[config.mk]
export PLATFORM = sky130hd
export DESIGN_NAME = reg_scoreboard
export DESIGN_NICKNAME = d
export VERILOG_FILES = /design/src/rtl/reg_scoreboard.sv
export SDC_FILE = /design/constraint.sdc
export NUM_CORES = 1
export LEC_CHECK = 0
export ABC_CLOCK_PERIOD_IN_PS = 8700
export CAP_MARGIN = 20
export CORE_ASPECT_RATIO = 0.5
export CORE_MARGIN = 1.5
export CORE_UTILIZATION = 50
export CTS_BUF_LIST = sky130_fd_sc_hd__clkbuf_4 sky130_fd_sc_hd__clkbuf_8
export CTS_CLUSTER_DIAMETER = 150
export DETAILED_ROUTE_END_ITERATION = 10
export GPL_TIMING_DRIVEN = 0
export PLACE_DENSITY = 0.72
export SYNTH_ARGS = -nofsm -noshare
export SYNTH_HDL_FRONTEND = slang
export SYNTH_SLANG_ARGS = --single-unit
[constraint.sdc]
create_clock -name sbi_clk -period 8.7 [get_ports sbi_clk]
set_clock_uncertainty 0.05 [all_clocks]
set_input_delay 1.74 -clock sbi_clk [delete_from_list [all_inputs] [get_ports sbi_clk]]
set_output_delay 1.74 -clock sbi_clk [all_outputs]
set_load 0.05 [all_outputs]
[src/rtl/reg_scoreboard.sv]
// Issue-side hazard controller for the register file. It counts in-flight writes
// per register, stalls decode on RAW hazards, and handshakes a drain for debug access.
module reg_scoreboard #(
  parameter int NREG = 16,
  parameter int AW   = 4,
  parameter int CW   = 2,
  parameter int PW   = 6
) (
  input  logic            sbi_clk,
  input  logic            sbi_rst,
  input  logic            sbi_issue_valid,
  input  logic [AW-1:0]   sbi_src1_addr,
  input  logic            sbi_src1_used,
  input  logic [AW-1:0]   sbi_src2_addr,
  input  logic            sbi_src2_used,
  input  logic [AW-1:0]   sbi_dst_addr,
  input  logic            sbi_dst_wen,
  output logic            sbo_issue_ready,
  input  logic            sbi_ret_valid,
  input  logic [AW-1:0]   sbi_ret_addr,
  input  logic            sbi_flush,
  input  logic            sbi_drain_req,
  output logic            sbo_drain_ack,
  output logic [NREG-1:0] sbo_busy_mask,
  output logic [PW-1:0]   sbo_pending,
  output logic            sbo_err
);

  typedef enum logic [1:0] {RUN, DRAIN, ACK} state_t;

  localparam logic [CW-1:0] CMAX = '1;

  logic [CW-1:0] count [NREG];
  state_t        state, state_nxt;
  logic          acked;
  logic          err;
  logic          all_zero;
  logic          src1_hz, src2_hz, dst_full;
  logic          issue_fire;

  // Hazards look only at registered counts: a same-cycle retire is not bypassed.
  assign src1_hz  = sbi_src1_used && (count[sbi_src1_addr] != '0);
  assign src2_hz  = sbi_src2_used && (count[sbi_src2_addr] != '0);
  assign dst_full = sbi_dst_wen   && (count[sbi_dst_addr] == CMAX);

  assign sbo_issue_ready = (state == RUN) && !sbi_flush && !sbi_drain_req &&
                           !src1_hz && !src2_hz && !dst_full;
  assign issue_fire      = sbi_issue_valid && sbo_issue_ready && sbi_dst_wen;

  // NOTE: the counters are individual flops, not a RAM, so resetting every entry is intended.
  always_ff @(posedge sbi_clk or posedge sbi_rst) begin
    if (sbi_rst) begin
      for (int i = 0; i < NREG; i++) count[i] <= '0;
    end else if (sbi_flush) begin
      for (int i = 0; i < NREG; i++) count[i] <= '0;
    end else begin
      for (int i = 0; i < NREG; i++) begin
        // NOTE: non-blocking assignments keep every counter sampling pre-edge state.
        if (issue_fire && (sbi_dst_addr == AW'(i)) &&
            !(sbi_ret_valid && (sbi_ret_addr == AW'(i))))
          count[i] <= count[i] + 1'b1;
        else if (sbi_ret_valid && (sbi_ret_addr == AW'(i)) &&
                 !(issue_fire && (sbi_dst_addr == AW'(i))) && (count[i] != '0))
          count[i] <= count[i] - 1'b1;
      end
    end
  end

  // Underflow is sticky; a flush discards the cycle's retires, so it cannot raise it.
  always_ff @(posedge sbi_clk or posedge sbi_rst) begin
    if (sbi_rst)
      err <= 1'b0;
    else if (!sbi_flush && sbi_ret_valid && (count[sbi_ret_addr] == '0))
      err <= 1'b1;
  end

  always_comb begin
    // NOTE: defaults first so no path through the loop leaves a latch behind.
    sbo_pending   = '0;
    sbo_busy_mask = '0;
    for (int i = 0; i < NREG; i++) begin
      sbo_pending      = sbo_pending + PW'(count[i]);
      sbo_busy_mask[i] = (count[i] != '0);
    end
  end

  assign all_zero = (sbo_busy_mask == '0);

  always_ff @(posedge sbi_clk or posedge sbi_rst) begin
    if (sbi_rst) begin
      state <= RUN;
      acked <= 1'b0;
    end else begin
      state <= state_nxt;
      if (!sbi_drain_req)
        acked <= 1'b0;
      else if (state == ACK)
        acked <= 1'b1;
    end
  end

  // A held request re-enters DRAIN already acked, so the pulse is not repeated.
  always_comb begin
    state_nxt = state;
    case (state)
      RUN:     if (sbi_drain_req) state_nxt = DRAIN;
      DRAIN: begin
        if (!sbi_drain_req)          state_nxt = RUN;
        else if (all_zero && !acked) state_nxt = ACK;
      end
      ACK:     state_nxt = sbi_drain_req ? DRAIN : RUN;
      default: state_nxt = RUN;
    endcase
  end

  assign sbo_drain_ack = (state == ACK);
  assign sbo_err       = err;

endmodule

==> results.json <==
{
  "rsz0062_at_grt": "false",
  "ctsResizeCount": 0,
  "cp_max_fo": 8,
  "rows": 23,
  "status": "completed",
  "cts_buffers": 5,
  "grt_util_met2_pct": 41.04,
  "ys.flop_type": "dfrtp_1",
  "grt_pass1_vias": 3865,
  "power_uw": 382.8,
  "synth_fp_nets": 555,
  "grt_max_degree": 37,
  "period_needed_ns": 7.254,
  "synth_warnings": 0,
  "port_buffers": 44,
  "post_cts_buffers": 0,
  "timing.final.crit_share_pct": 83.37,
  "drc": 0,
  "cts_hold_buf": 0,
  "r2r-end": "count[20]",
  "startpoint_type": "flop",
  "overflow": 0,
  "drt_iter0_drc": 519,
  "initial_core_util_pct": 53.04,
  "ir_drop_uv": 65.78,
  "gp_congestion": 0.9691,
  "yosysUniqueCellTypes": 52,
  "yosysSeqAreaShare_pct": 20.57,
  "dpl_worst_slack_ns": 1.615,
  "max_slew_margin_pct": 29.25,
  "diodes": 0,
  "path_class": "reg2out",
  "min_from": "sbo_err",
  "htree_levels": 2,
  "cts_buffer_depth": 2,
  "setup_ws_ns": 1.446,
  "via_per_inst": 6.100,
  "fin_nets": 606,
  "worstHoldPathType": "reg2reg",
  "crit_arrival_ns": 5.46,
  "fp.dieH_um": 69.19,
  "ys_top_cells_by_area": "dfrtp_1, fa_1, mux4_2",
  "die_area_sq_um": 9366,
  "postRouteAntennaNets": 0,
  "cap_violations": 0,
  "dp_hpwl_mm": 10.06,
  "vias": 4020,
  "antenna_found_initial": 0,
  "max_freq_mhz": 137.9,
  "yosysTopAreaCell": "dfrtp_1",
  "holdPathStages": 1,
  "slowest_delay_ns": 0.80,
  "crit_top_cell": "fa_1",
  "dr.pass1.iters": 7,
  "cp_slowest_cell": "clkdlybuf4s50_1",
  "reg2reg_from": "count[30]",
  "leakage_uw": 0.002038,
  "critPathBufInv": 5,
  "clk_latency_ns": 0.30,
  "placed_area_sq_um": 4961,
  "synth_area_per_cell_sq_um": 8.832,
  "use_met3_pct": 6.725,
  "met1_usage_pct": 43.23,
  "drive_above_1_share_pct": 12.43,
  "worstPathCellList": "clkbuf_1, inv_1, fa_1, fa_1, inv_1, fa_1, fa_1, fa_1, ha_1, inv_1, fa_1, nor2b_1, o21ai_0, nand2b_1, clkdlybuf4s50_1",
  "syn_to_final_growth_pct": 15.45,
  "cts_sinks": 36,
  "fin_area_sq_um": 5057,
  "clk_pin_slew_worst_paths_ns": 0.07,
  "syn-instance-count": 496,
  "core_sq_um": 8259,
  "yosysMostFrequentCell": "inv_1",
  "drt_wl_total_mm": 12.63,
  "whs_endpoint": "sbo_err",
  "rr_worst_depth": 9,
  "synth_edf_count": 0,
  "cp_top_family": "adder cells",
  "grt_pass1_wl_mm": 20.28,
  "wire_per_inst_um": 19.17,
  "num_io_pins": 50,
  "finalMaxSlewViolations": 0,
  "grtUsageTotal_pct": 28.48,
  "cts_root_buf": "clkbuf_8",
  "setup_tns_ns": 0,
  "setup_viol": 0,
  "worstPathRequired_ns": 6.91,
  "hold_viol": 0,
  "ys_seq_elements": 36,
  "endpoint_kind": "output port",
  "cts_tree": "yes",
  "regToRegSetupSlack_ns": 5.49,
  "p_per_area_nw_per_um2": 75.70,
  "final_util_pct": 61.23,
  "synthTopCellsByCount": "inv_1, nor2_1, nand2_1",
  "synth_top_area_share_pct": 20.57,
  "synth_area_sq_um": 4380,
  "tightestPinTransition_ns": 1.052,
  "async_flop_share_pct": 100.0,
  "top_usage_layer": "met1",
  "die_x_um": 135.4
}
==> kinds of logic (layout without fill, tap and decap cells) <==
logic type / Yosys count / count (layout) / synth area share (%)
flops: 36 / 36 / 20.57
fa+ha+maj: 34 / 34 / 14.17
simple gates: 200 / 200 / 27.68
mux: 51 / 51 / 17.17
compound gates: 75 / 75 / 10.51
xor+xnor: 5 / 5 / 0.9997
buf+inv: 95 / 146 / 8.912
==> layout make-up <==
class / instances / area, sq um
buffer: 21 / 112.6
clock buffer: 7 / 96.34
fill: 717 / 3202
inverter: 74 / 277.8
multi-input combinational: 365 / 3089
sequential: 36 / 900.9
tap: 112 / 140.1
timing repair buffer: 44 / 440.4
==> power breakdown <==
group	switching, uW	internal [uW]
clock network	65.2	70.7
registers	1.64	169
logic	48.9	27.8
==> per-layer routing <==
metal	wire length (um)	part of all wire, %
met1	5669	45
met2	5326	42
met3	1443	11
met4	191	1.5
met5	0	0
==> flip-flops by register name (all words and copies together), names as in the netlist <==
| name | cells |
|---|---|
| state | 2 |
| sbo_err | 1 |
| acked | 1 |
| count | 32 |
==> worst reg2reg max path: stages, from the launching register on <==
cell	delay, ns
dfrtp_1	0.48
nor2_2	0.25
inv_1	0.09
mux4_2	0.46
a2111o_1	0.42
a32o_1	0.23
buf_6	0.15
nor4_2	0.50
mux2_2	0.39
a21oi_1	0.13
==> worst max path at each step <==
stage | end | slack (ns) | depth (start not counted) | startpoint
after floorplan | sbo_pending[3] | 2.37 | 12 | count[12]
after global placement | sbo_issue_ready | 1.61 | 11 | sbi_dst_addr[0]
after detailed placement | sbo_issue_ready | 1.62 | 11 | sbi_dst_addr[0]
after CTS | sbo_pending[5] | 1.45 | 15 | count[12]
after global routing | sbo_pending[5] | 1.18 | 15 | count[12]
final | sbo_pending[5] | 1.45 | 15 | count[12]
==> through the flow <==
step                instances  hold slack, ns
finish                    659          0.4274
global route              659          0.4561
CTS                       659          0.4297
detailed placement        652          0.4138
global placement          652          0.4014
floorplan                 496          0.4145
==> cell usage in the layout (no fill, tap or decap), types with 5 or more instances in the layout <==
master           instances
nand3_1                  9
nor2b_1                  7
o211ai_1                 5
nand2_1                 38
o21ai_0                 24
xnor2_1                  5
clkbuf_8                 7
mux4_2                  19
a21oi_1                 26
nor4_1                   8
nor3_1                  27
and3_1                   8
clkbuf_1                13
nor4_4                   9
and2_1                   8
mux2i_1                 29
clkdlybuf4s50_1         44
nor4_2                   6
nand2b_1                10
nor2_1                  46
fa_1                    26
inv_1                   69
ha_1                     8
dfrtp_1                 36
Power figures use the tool's default switching activity.
